## src/rtl/pwm_multi_channel_if.sv

```systemverilog
// Register/strobe bundle between the host and the multi-channel PWM block.
// master = host side (drives requests), slave = PWM block.
interface pwm_multi_channel_if #(
  parameter int unsigned NCH = 4,
  parameter int unsigned CW  = 28
);
  logic [CW-1:0]     cycle_in;
  logic [NCH*CW-1:0] duty_in;
  logic              center_in;
  logic              load;
  logic [NCH-1:0]    ch_en;
  logic [NCH-1:0]    pwm_out;
  logic              period_start;
  logic              pending;

  modport master (
    output cycle_in, duty_in, center_in, load, ch_en,
    input  pwm_out, period_start, pending
  );

  modport slave (
    input  cycle_in, duty_in, center_in, load, ch_en,
    output pwm_out, period_start, pending
  );
endinterface

```

## src/rtl/pwm_multi_channel.sv

```systemverilog
// N-channel PWM with shadowed period/duty/mode applied only at period boundaries,
// edge- or centre-aligned counting, per-channel enable and a period-start strobe.
module pwm_multi_channel #(
  parameter int unsigned NCH = 4,
  parameter int unsigned CW  = 28
) (
  input  logic                clk_clk,
  input  logic                reset_reset,
  pwm_multi_channel_if.slave  bus
);

  localparam logic [CW-1:0] One = CW'(1);

  logic [CW-1:0]     cnt_q, cnt_d;
  logic              dir_q, dir_d;             // 0 = up, 1 = down
  logic [CW-1:0]     act_cycle_q, act_cycle_d;
  logic [NCH*CW-1:0] act_duty_q, act_duty_d;
  logic              act_center_q, act_center_d;
  logic [CW-1:0]     sh_cycle_q, sh_cycle_d;
  logic [NCH*CW-1:0] sh_duty_q, sh_duty_d;
  logic              sh_center_q, sh_center_d;
  logic              pending_q, pending_d;
  logic [NCH-1:0]    pwm_q, pwm_d;
  logic              period_start_q, period_start_d;
  logic              boundary;

  // A stopped generator (C==0) treats every cycle as a boundary so a new load lands at once.
  always_comb begin
    if (act_cycle_q == '0) begin
      boundary = 1'b1;
    end else if (act_center_q) begin
      boundary = dir_q && (cnt_q == '0);
    end else begin
      boundary = (cnt_q == act_cycle_q - One);
    end
  end

  always_comb begin
    cnt_d          = cnt_q;
    dir_d          = dir_q;
    act_cycle_d    = act_cycle_q;
    act_duty_d     = act_duty_q;
    act_center_d   = act_center_q;
    sh_cycle_d     = sh_cycle_q;
    sh_duty_d      = sh_duty_q;
    sh_center_d    = sh_center_q;
    pending_d      = pending_q;
    period_start_d = 1'b0;

    if (boundary) begin
      cnt_d     = '0;
      dir_d     = 1'b0;
      pending_d = 1'b0;
      // A load coinciding with the boundary bypasses the shadow entirely.
      if (bus.load) begin
        act_cycle_d  = bus.cycle_in;
        act_duty_d   = bus.duty_in;
        act_center_d = bus.center_in;
      end else if (pending_q) begin
        act_cycle_d  = sh_cycle_q;
        act_duty_d   = sh_duty_q;
        act_center_d = sh_center_q;
      end
      period_start_d = (act_cycle_d != '0);
    end else begin
      if (act_center_q) begin
        if (!dir_q) begin
          // Top value is held for two clocks: turn around without stepping.
          if (cnt_q == act_cycle_q - One) begin
            dir_d = 1'b1;
          end else begin
            cnt_d = cnt_q + One;
          end
        end else begin
          cnt_d = cnt_q - One;
        end
      end else begin
        cnt_d = cnt_q + One;
      end
      if (bus.load) begin
        sh_cycle_d  = bus.cycle_in;
        sh_duty_d   = bus.duty_in;
        sh_center_d = bus.center_in;
        pending_d   = 1'b1;
      end
    end
  end

  always_comb begin
    pwm_d = '0;
    for (int i = 0; i < NCH; i++) begin
      pwm_d[i] = bus.ch_en[i] && (act_cycle_q != '0) && (cnt_q < act_duty_q[i*CW +: CW]);
    end
  end

  always_ff @(posedge clk_clk) begin
    if (reset_reset) begin
      cnt_q          <= '0;
      dir_q          <= 1'b0;
      act_cycle_q    <= '0;
      act_duty_q     <= '0;
      act_center_q   <= 1'b0;
      sh_cycle_q     <= '0;
      sh_duty_q      <= '0;
      sh_center_q    <= 1'b0;
      pending_q      <= 1'b0;
      pwm_q          <= '0;
      period_start_q <= 1'b0;
    end else begin
      cnt_q          <= cnt_d;
      dir_q          <= dir_d;
      act_cycle_q    <= act_cycle_d;
      act_duty_q     <= act_duty_d;
      act_center_q   <= act_center_d;
      sh_cycle_q     <= sh_cycle_d;
      sh_duty_q      <= sh_duty_d;
      sh_center_q    <= sh_center_d;
      pending_q      <= pending_d;
      pwm_q          <= pwm_d;
      period_start_q <= period_start_d;
    end
  end

  assign bus.pwm_out      = pwm_q;
  assign bus.period_start = period_start_q;
  assign bus.pending      = pending_q;

endmodule

```

## src/flat_wrapper.sv

```systemverilog
// flat-port wrapper written by rule: the top's interface ports become plain ports
module pwm_multi_channel_flat 
#(
  parameter int unsigned NCH = 4,
  parameter int unsigned CW  = 28
)
  (clk_clk, reset_reset, bus_cycle_in, bus_duty_in, bus_center_in, bus_load, bus_ch_en, bus_pwm_out, bus_period_start, bus_pending);
  pwm_multi_channel_if #(.NCH(NCH), .CW(CW)) bus_i ();
  input  logic clk_clk;
  input  logic reset_reset;
  input wire logic [$bits(bus_i.cycle_in)-1:0] bus_cycle_in;
  input wire logic [$bits(bus_i.duty_in)-1:0] bus_duty_in;
  input wire logic [$bits(bus_i.center_in)-1:0] bus_center_in;
  input wire logic [$bits(bus_i.load)-1:0] bus_load;
  input wire logic [$bits(bus_i.ch_en)-1:0] bus_ch_en;
  output wire logic [$bits(bus_i.pwm_out)-1:0] bus_pwm_out;
  output wire logic [$bits(bus_i.period_start)-1:0] bus_period_start;
  output wire logic [$bits(bus_i.pending)-1:0] bus_pending;
  assign bus_i.cycle_in = bus_cycle_in;
  assign bus_i.duty_in = bus_duty_in;
  assign bus_i.center_in = bus_center_in;
  assign bus_i.load = bus_load;
  assign bus_i.ch_en = bus_ch_en;
  assign bus_pwm_out = bus_i.pwm_out;
  assign bus_period_start = bus_i.period_start;
  assign bus_pending = bus_i.pending;
  pwm_multi_channel #(.NCH(NCH), .CW(CW)) u_core (.clk_clk(clk_clk), .reset_reset(reset_reset), .bus(bus_i));
endmodule
```

## config.mk

```make
export PLATFORM = sky130hd
export DESIGN_NAME = pwm_multi_channel_flat
export DESIGN_NICKNAME = d
export VERILOG_FILES = /design/src/rtl/pwm_multi_channel_if.sv /design/src/rtl/pwm_multi_channel.sv /design/src/flat_wrapper.sv
export SDC_FILE = /design/constraint.sdc
export NUM_CORES = 1
export LEC_CHECK = 0
export CAP_MARGIN = 20
export CORE_MARGIN = 5
export CORE_UTILIZATION = 30
export CTS_CLUSTER_DIAMETER = 30
export DETAILED_ROUTE_END_ITERATION = 7
export GPL_TIMING_DRIVEN = 0
export PLACE_DENSITY = 0.52
export SYNTH_ARGS = -nofsm -noshare
export SYNTH_HDL_FRONTEND = slang
export SYNTH_SLANG_ARGS = --single-unit
```

## constraint.sdc

```tcl
create_clock -name clk_clk -period 7.2 [get_ports clk_clk]
set_input_delay 0.72 -clock clk_clk [delete_from_list [all_inputs] [get_ports clk_clk]]
set_output_delay 0.72 -clock clk_clk [all_outputs]
set_load 0.01 [all_outputs]
```

Word level (Yosys, flattened, before mapping)
Index checks and enable logic that the tools add are counted.
{"block": "word_totals", "reg_bits": 317, "elab_cells": 53}
{"block": "op_classes", "bitwise": 1, "reduce_logical": 18, "n_lt_le_gt_ge": 4, "n_addsub": 3, "eq_ne": 2, "muxes": 14}
{"op": "two-way mux 112 bit", "count": 2}
{"op": "two-way mux 28 bit", "count": 6}
{"op": "less-than comparator 28 bit", "count": 4}
{"op": "logical NOT 28 bit", "count": 2}
{"op": "nonzero test 28 bit", "count": 2}
{"op": "subtractor 28 x 1 -> 28 bit (second input constant)", "count": 2}
{"op": "adder 28 x 1 -> 28 bit (second input constant)", "count": 1}
{"op": "equality test 28 bit", "count": 1}
{"op": "logical AND 1 bit", "count": 9}
{"op": "two-way mux 1 bit", "count": 6}
{"op": "AND reduction 2 bit", "count": 2}
{"op": "OR reduction 2 bit", "count": 2}
{"op": "inequality test 3 x 2 -> 1 bit (second input constant)", "count": 1}
{"op": "nonzero test 2 bit", "count": 1}
{"op": "NOT 1 bit", "count": 1}

Longest topological paths before layout
Gate-level depths: netlist of the first run.
{"block": "depth", "word_depth": 6, "ltp_mapped": 15}

Least setup slack after synthesis of the first run
No wires, ideal clock.
{"block": "synth_timing", "path_kind": "reg-to-reg", "from": "register u_core.act_cycle_q[2]", "to": "register u_core.act_duty_q[100]", "path_buffers": 6, "t_required_ps": 7045, "synth_period_minus_slack_ps": 3264, "slack_ps": 3936, "setup_time_ps": 155, "t_arrival_ps": 3109, "path_stages_with_launch": 15, "path_cell_list": "dfxtp_1 > buf_6 > or4_4 > buf_6 > nor4_4 > nand3_1 > or4_1 > nand3_1 > o211a_1 > buf_4 > a21bo_1 > buf_2 > buf_4 > buf_4 > a221oi_1"}
{"block": "synth_via", "elab_chain_cells": 5, "elab_cells_between_ends": 6, "cone_classes": "add/sub (1); eq/ne (1); mux (2); reduce/logical (2)"}
{"item": "from (decl)", "line": "pwm_multi_channel.sv:16", "rtl": "logic [CW-1:0] act_cycle_q, act_cycle_d;"}
{"item": "from (signal assigned)", "line": "pwm_multi_channel.sv:112", "rtl": "act_cycle_q <= act_cycle_d;"}
{"item": "subtractor 28 x 1 -> 28 bit", "line": "pwm_multi_channel.sv:34", "rtl": "boundary = (cnt_q == act_cycle_q - One);"}
{"item": "equality test 28 bit", "line": "pwm_multi_channel.sv:34"}
{"item": "two-way mux 1 bit", "line": "pwm_multi_channel.sv:31", "rtl": "end else if (act_center_q) begin"}
{"item": "two-way mux 1 bit (*)", "line": "pwm_multi_channel.sv:29", "rtl": "if (act_cycle_q == '0) begin"}
{"item": "AND reduction 2 bit (no source line) (*)"}
{"item": "to (signal assigned)", "line": "pwm_multi_channel.sv:113", "rtl": "act_duty_q <= act_duty_d;"}
{"item": "to (decl)", "line": "pwm_multi_channel.sv:17", "rtl": "logic [NCH*CW-1:0] act_duty_q, act_duty_d;"}
Every way passes the cells marked *; elsewhere a longest branch is shown, timed or not.
A chain may end at the register's enable or synchronous reset.

Final worst setup path of the first run
{"block": "layout_timing", "from": "register u_core.act_cycle_q[8]", "to": "register u_core.act_duty_q[71]"}
The elaborated chain is that of the path after synthesis.

==> impl_metrics.toml, run 1 <==
[sta]
holdWs_ns = 0.452
finalHoldViolCount = 0
fin_crit_sh = 0.637
rsz0062_at_grt = "no"
tightest_slew_ns = 1.13
max_freq_mhz = 218
fin_setup_tns_ns = 0
period_minus_slack_ns = 4.59
setup_viol = 0
fin_worst_skew_ns = 0.0340
slew_viol_final = 0
fin_ws_ns = 2.61
slew_headroom = 0.247

[floorplan]
initial_core_util = 0.302
die_area_um2 = 67000
core_um2 = 61500
rows = 91
ios = 154
die_w_um = 259
die_h_um = 259

[grt]
track_usage = 0.197
antenna_found_initial = 0
grt_pass1_wl_um = 104000
grt_pass1_vias = 17500
grt_max_degree = 13
grt.overflow.total = 0

[cts]
cts.sinks = 317
clkTransAtPathRegs_ns = 0.04
cts_tree = "built"
clock_latency_ns = 0.62
cts_root_buffer = "clkbuf_16"
postCtsHoldBufs = 0
clockBufferDepth = 3
postCtsSetupBuffers = 0
h-tree-depth = 3
cts-buffers-inserted = 85
cts_resized = 0

[route]
viasPerCell = 5.44
vias = 17700
drt-pass1-iter-count = 5
drt-initial-drc-count = 1287
ant_nets = 0
wl_um = 68600
wl_per_cell_um = 21.1
drc = 0

[cells_and_area]
synthToLayoutAreaGrowth_pct = 29.9
fin_nets = 2659
fin_util = 0.392
num_antenna_cells = 0
fin_cells = 3256
layout-drive-gt1-share = 0.103

[synth]
ys.flop_type = "dfxtp_1"
yosys_warnings = 0
synth_nets = 2418
synth_area_um2 = 18600
ys_seq_area_frac = 0.342
postSynthAreaPerCell_um2 = 8.60
syn_inst = 2158
synth-seq-cells = 317
synth_cell_types = 66
synth_edf_count = 0
async_flop_share = 0

[critical_path]
slowest_stage = "a41oi_1"
cp_max_fo = 10
cpMostUsedCell = "buf_2"
crit_path_max_incr_delay_ns = 0.69
crit_chain = "clkbuf_1 > nor4_1 > nand4_1 > or3_1 > a21o_1 > a31oi_1 > nor3_2 > a41oi_1 > buf_2 > buf_2 > a221oi_2"
crit_type = "reg -> reg"
critPathLaunchType = "flip-flop"
worstPathArrival_ns = 5.04
cp-end-kind = "flip-flop"
required_ns = 7.65

[power_and_ir_drop]
powerDensity_nw_per_um2 = 441
ir_drop_mv = 0.178
leakagePower_nw = 9.40

[placed_design]
dp.cells = 3102
io_buffer_count = 152
dpl.hpwl_um = 49900
gp_congestion = 0.931
place_ws_ns = 2.65

[outcome]
status = "complete, no violations"

[hold_path]
min_path_type = "reg -> reg"

[flow_run]
cap_violations = 0
final timing paths:
check | slack [ns] | start | endpoint | cells past startpoint
max | 2.61 | u_core.act_cycle_q[8] | u_core.act_duty_q[71] | 11
min | 0.45 | u_core.sh_duty_q[100] | u_core.sh_duty_q[100] | 2
max reg2reg | 2.61 | u_core.act_cycle_q[8] | u_core.act_duty_q[71] | 11
min reg2reg | 0.45 | u_core.sh_duty_q[100] | u_core.sh_duty_q[100] | 2
layout make-up:
class                      count  area (µm²)
tap                          790         988
sequential                   317        6350
inverter                     131         492
clock inverter                42         587
timing repair buffer         154        1550
buffer                       203         936
fill                        6144       37400
multi-input combinational   1507       10800
clock buffer                 112        2430
per-layer routing:
layer / global-route usage / share of wire / vias up
li1: - / - / 8475
met1: 0.263 / 0.44 / 8494
met2: 0.314 / 0.45 / 601
met3: 0.0356 / 0.065 / 143
met4: 0.0823 / 0.037 / 0
met5: 0 / 0 / -
report_power, final:
group | switching (mW) | internal [mW]
registers | 0.196 | 2.21
logic | 2.69 | 1.63
clock network | 1.16 | 2.75
total | 4.04 | 6.59
flip-flops by register name, indices dropped and copies added (netlist names):
signal,cells
u_core.sh_duty_q,112
u_core.sh_center_q,1
u_core.cnt_q,28
u_core.bus.period_start,1
u_core.sh_cycle_q,28
u_core.act_duty_q,112
u_core.bus.pending,1
u_core.act_cycle_q,28
u_core.bus.pwm_out,4
u_core.act_center_q,1
u_core.dir_q,1
cells in the mapped netlist, types with 32 or more instances:
cell type,number,share of area
inv_1,130,0.026
a221oi_1,66,0.031
ha_1,112,0.075
o22ai_1,86,0.029
nand3b_1,32,0.013
mux2i_1,197,0.11
a21oi_1,80,0.022
dfxtp_1,317,0.34
nor2_1,69,0.014
nor3_1,56,0.015
a221oi_2,48,0.039
o2111ai_1,63,0.030
clkbuf_1,153,0.031
nand2_1,315,0.064
a21o_1,40,0.016
o21ai_0,71,0.019
metrics by stage:
step                total power [mW]  cell area [µm²]
finish                          10.6            24100
global route                    11.2            24100
CTS                             10.7            24100
detailed placement              6.70            21100
global placement                6.58            21100
floorplan                       5.50            18600
cells in the final DEF (no fill, tap or decap), types with 71 or more instances in the layout:
master / netlist / layout
dfxtp_1: 317 / 317
nand2_1: 315 / 315
mux2i_1: 197 / 197
clkbuf_1: 153 / 163
clkdlybuf4s50_1: 0 / 152
inv_1: 130 / 130
ha_1: 112 / 112
clkbuf_16: 0 / 88
o22ai_1: 86 / 86
a21oi_1: 80 / 80
o21ai_0: 71 / 71
critical path: cells and delay by family, from the launching register on:
kind            cells  cell delay (ns)
compound gates      4             1.29
flops               1             0.29
buf+inv             3             1.16
simple gates        4             1.70
kinds of logic after synthesis:
family          Yosys count  synth area share
buf+inv                 334            0.0769
mux                     199             0.108
simple gates            609             0.156
xor+xnor                 31            0.0146
compound gates          556             0.228
fa+ha+maj               112            0.0755
flops                   317             0.342
(Power assumes the default switching activity.)
==> run 2, diff against run 1 <==
Settings changed: PLACE_DENSITY 0.52 to 0.53.
Clock period 7.2 ns to 4.13 ns, I/O delays scaled along.
==> run 2 against run 1 <==
  * The flow now finishes with violations (DRC)
  * Utilization about the same
  * Critical path depth unchanged
  * Power increased by 73%
  * Highest routed layer unchanged
==> impl_metrics.toml, run 2 (synthesis gave the netlist of run 1 again) <==
[power_and_ir_drop]
combPwrFrac = 0.418
clkPwrFrac = 0.355
ir_drop_mv = 0.342
power.switching_mw = 7.18
pwr-share-seq = 0.227
switching_share = 0.390
powerDensity_nw_per_um2 = 763
p_int_mw = 11.2
power_mw = 18.4
leakagePower_nw = 9.39

[cells_and_area]
num-fill-cells = 6121
final_cell_mix = "dfxtp_1, nand2_1, mux2i_1"
num_antenna_cells = 0
post-route-cell-area_um2 = 24100
layout-drive-gt1-share = 0.109
fin_nets = 2660
fin_util = 0.392
reg_top3 = "u_core.act_duty_q (112), u_core.sh_duty_q (112)"
synthToLayoutAreaGrowth_pct = 29.9
layout_commonest_cell = "dfxtp_1"

[outcome]
status = "finished with violations"
failed_checks = "DRC"

[placed_design]
gp_congestion = 0.942
dpl.hpwl_um = 50100
io_buffer_count = 152
dpl_cell_area_um2 = 21100

[critical_path]
crit_family = "simple AND/OR/NAND/NOR gates"
cpMostUsedCell = "buf_4"
crit_path_max_incr_delay_ns = 0.62
critPathLaunchType = "flip-flop"
required_ns = 4.63
crit_buf_inv = 4
crit_cells = 11
cp_max_fo = 10
worst-r2r-cell-count = 11
worstPathArrival_ns = 4.51
crit_chain = "clkbuf_1 > nor4_1 > nand2b_1 > nor3_1 > a21oi_2 > buf_4 > nor2_1 > a41oi_2 > buf_4 > buf_2 > a221oi_2"
cp-end-kind = "flip-flop"
slowest_stage = "nor3_1"
crit_type = "reg -> reg"

[cts]
clock_latency_ns = 0.62
clkTransAtPathRegs_ns = 0.05
cts_tree = "built"
clockBufferDepth = 3
cts-buffers-inserted = 80
cts_root_buffer = "clkbuf_16"
cts.sinks = 317
h-tree-depth = 3

[sta]
slew_viol_final = 0
period_minus_slack_ns = 4.00
slew_headroom = 0.284
fin_worst_skew_ns = 0.0456
max_freq_mhz = 250
setup_viol = 0
fin_crit_sh = 0.969
fin_setup_tns_ns = 0
holdWs_ns = 0.380
tightest_slew_ns = 1.07
finalHoldViolCount = 0

[flow_run]
cap_violations = 0

[route]
wl_per_cell_um = 21.0
ant_nets = 0
wl_um = 68400
vias = 17800
drt-initial-drc-count = 1342
drt-pass1-iter-count = 8
viasPerCell = 5.47
drc = 1

[grt]
antenna_found_initial = 0
track_usage = 0.195
grt_pass1_vias = 17600
grt_max_degree = 13
grt_pass1_wl_um = 103000
grt.overflow.total = 0

[hold_path]
hold_path_depth = 3
min_path_type = "in -> reg"

[floorplan]
core_um2 = 61500
die_area_um2 = 67000
rows = 91
initial_core_util = 0.302
ios = 154
die_w_um = 259
die_h_um = 259
## run 2: cell count changes in the layout (fill, tap and decap cells not counted), sizes merged
| cell | change |
|---|---|
| inv | +11 |
| clkbuf | -8 |
| buf | +5 |
| clkinv | -4 |
| bufinv | -2 |
| clkinvlp | -2 |
## run 2: path summary, 6_finish.rpt
| path | to | from | slack (ns) |
|---|---|---|---|
| min | u_core.sh_duty_q[93] | bus_duty_in[93] | 0.38 |
| max reg2reg | u_core.act_duty_q[72] | u_core.cnt_q[6] | 0.13 |
| max | u_core.act_duty_q[72] | u_core.cnt_q[6] | 0.13 |
| min reg2reg | u_core.sh_duty_q[110] | u_core.sh_duty_q[110] | 0.45 |
## run 2: layout make-up
class | count | area [µm²] | area share
tap | 790 | 988 | 0.0410
clock buffer | 103 | 2240 | 0.0928
sequential | 317 | 6350 | 0.263
timing repair buffer | 160 | 1620 | 0.0672
multi-input combinational | 1507 | 10900 | 0.451
inverter | 131 | 492 | 0.0204
buffer | 203 | 942 | 0.0391
clock inverter | 45 | 614 | 0.0255
## run 2: through the flow
stage / instances / setup WS [ns]
5_1_grt: 3256 / -0.0103
2_1_floorplan: 2158 / 0.866
6_report: 3256 / 0.126
4_1_cts: 3253 / 0.0585
3_3_place_gp: 3100 / -0.559
3_5_place_dp: 3103 / -0.414
## run 2: what timing repair did
action / 4_1_cts / 5_1_grt
buffers inserted: 2 / 2
endpoints found under the hold margin: 0 / 0
gates resized for setup: 7 / 12
hold buffers: 0 / 0
setup endpoints to repair: 216 / 255
pin swaps: 1 / 2
## run 2: tightest hold or removal path, cell delays in order
cell and delay, ns:
clkdlybuf4s50_1 0.42, nand2_1 0.06, mux2i_1 0.06
## run 2: power groups by stage
stage | Clock, mW | Combinational, mW | Sequential, mW
after floorplan | 0 | 5.46 | 4.13
after global placement | 0 | 7.25 | 4.20
after detailed placement | 0 | 7.44 | 4.23
after CTS | 6.62 | 7.54 | 4.18
after global routing | 6.80 | 8.31 | 4.25
final | 6.53 | 7.69 | 4.19
## run 2: routing by layer
layer	wire, µm	global-route usage	vias up
met5	0	0	-
li1	-	-	8482
met1	30500	0.256	8602
met2	31600	0.318	571
met3	3970	0.0374	150
met4	2390	0.0789	0
==> run 3, diff against run 2 <==
Settings changed: ABC_AREA from default to 1.
==> run 3 against run 2 <==
  * The flow now finishes without violations
  * First-iteration DRC count fell by 18%
  * Combinational power down 4.2%
  * Clock power grew 17%
  * Global-route usage shrank 0.51 points
  * Critical path type unchanged
  * Critical endpoint is now u_core.cnt_q[2]
==> impl_metrics.toml, run 3 <==
[sta]
tightest_slew_ns = 1.21
finalHoldViolCount = 0
max_freq_mhz = 249
setup_viol = 0
slew_viol_final = 0
rsz0062_at_grt = "no"
fin_crit_sh = 0.971
slew_headroom = 0.194
fin_worst_skew_ns = 0.0378
period_minus_slack_ns = 4.01

[critical_path]
required_ns = 4.69
cp-end-kind = "flip-flop"
r2r_start = "u_core.cnt_q[0]"
cp_max_fo = 10
worstPathArrival_ns = 4.57
crit_type = "reg -> reg"
crit_start = "u_core.cnt_q[0]"
worst-r2r-cell-count = 10
critPathLaunchType = "flip-flop"

[synth]
synth_nets = 3181
synth-xor-area-share = 0.0105
syn_inst = 2921
yosys-top-cells-count = "nand2_1, nor2_1, dfxtp_1, inv_1, o21ai_0"
synth_top_family_by_area = "simple AND/OR/NAND/NOR gates"
yosys-top-cells-area = "dfxtp_1, nand2_1, nor2_1"
yosys.area_share.simple = 0.359
synth-seq-cells = 317
yosys_warnings = 0
postSynthAreaPerCell_um2 = 6.27
synth_cell_types = 45
synth_compound_area_frac = 0.106
synth_area_um2 = 18300
synth.largest_area_cell = "dfxtp_1"
ys_seq_area_frac = 0.346
synth_fa_ha_area_frac = 0.0765
async_flop_share = 0
muxShareOfSynthArea = 0.000546
synth_edf_count = 0
yosysMostFrequentCell = "nand2_1"
yosys.area.top_type_share = 0.346
ys.flop_type = "dfxtp_1"

[floorplan]
core_um2 = 60500
die_area_um2 = 66100
die_w_um = 257
ios = 154
die_h_um = 257
rows = 90
initial_core_util = 0.303

[power_and_ir_drop]
leakagePower_nw = 11.8
powerDensity_nw_per_um2 = 797
power_mw = 19.3
ir_drop_mv = 0.329

[hold_path]
min_path_type = "in -> reg"
hold_path_depth = 2
hp-start = "reset_reset"

[cts]
cts.sinks = 317
clkTransAtPathRegs_ns = 0.04
h-tree-depth = 3
cts_root_buffer = "clkbuf_16"
cts-buffers-inserted = 94
cts_tree = "built"
clock_latency_ns = 0.64
clockBufferDepth = 3

[route]
drc = 0
drt-pass1-iter-count = 5
vias = 18700
wl_per_cell_um = 16.2
wl_um = 65200
ant_nets = 0
viasPerCell = 4.64
drt-initial-drc-count = 1094

[grt]
grt_pass1_wl_um = 99700
top_usage_layer = "met2"
antenna_found_initial = 2
grt_use_met1 = 0.265
grtUsageMet2 = 0.295
track_usage = 0.190
grt_pass1_vias = 17500
grt_max_degree = 14
met3_usage = 0.0361
grt.overflow.total = 0

[cells_and_area]
fin_util = 0.401
fin_nets = 3432
layout_commonest_cell = "nand2_1"
layout-drive-gt1-share = 0.0705
fin_cells = 4034
seq_area_um2 = 6350
multiInputGateArea_um2 = 10100
synthToLayoutAreaGrowth_pct = 32.4
num-fill-cells = 6393
reg_top3 = "u_core.act_duty_q (112), u_core.sh_duty_q (112)"
final_cell_mix = "nand2_1, nor2_1, dfxtp_1"

[flow_run]
cap_violations = 0

[outcome]
status = "complete, no violations"

[placed_design]
io_buffer_count = 151
dp.cells = 3855
dpl.hpwl_um = 47600
gp_congestion = 0.883
[run 3: layer usage]
layer	part of all wire	wire length [µm]
met1	0.48	31300
met2	0.43	28000
met3	0.058	3810
met4	0.032	2060
met5	0	0
[run 3: final cells by class]
cell class,instances,area share
diodes,2,0.000206
plain buffers,158,0.0301
clock buffers,127,0.110
clock inverters,47,0.0303
inverters,302,0.0467
multi-input cells,2144,0.417
flip-flops and latches,317,0.262
well taps,782,0.0403
repair buffers,155,0.0639
[run 3: path summary, 6_finish.rpt]
kind | slack (ns) | to
setup / recovery | 0.12 | u_core.cnt_q[2]
hold reg to reg | 0.46 | u_core.sh_center_q
hold / removal | 0.20 | u_core.sh_cycle_q[27]
setup reg to reg | 0.12 | u_core.cnt_q[2]
[run 3: worst max-delay path: stages, from the launching register on]
cell and delay, ns:
dfxtp_1 0.74, inv_1 0.36, ha_1 0.32, nand3_1 0.10, nor3_1 0.06, a31oi_1 0.61, nand3_1 0.59, inv_1 0.34
clkbuf_1 0.55, nand2_1 0.12, nor2_1 0.12
[run 3: logic make-up after synthesis]
logic type                 Yosys count
AOI/OAI and AO/OA                  351
xor gates and xnor gates            22
adders and majority gates          112
buffers and inverters              460
DFF                                317
muxes                                1
and+or+nand+nor                   1658
[run 3: timing repair]
action                     CTS  global route
resized for setup            0             0
buffers inserted             0             3
setup endpoints to repair    0             1
hold buffers                 0             0
[run 3: per-stage QoR]
stage,hold slack [ns],worst slack [ns],setup TNS (ns),area (µm²)
2_1_floorplan,0.437,1.59,0,18300
3_3_place_gp,0.449,-0.350,-62.31,20800
3_5_place_dp,0.451,0.225,0,20800
4_1_cts,0.190,0.207,0,24200
5_1_grt,0.241,0.0400,0,24300
6_report,0.203,0.121,0,24300
[run 3: report_power, final]
part	internal [mW]	switching (mW)
sequential	3.95	0.342
clock	5.52	2.14
combinational	2.47	4.90
total	11.9	7.38
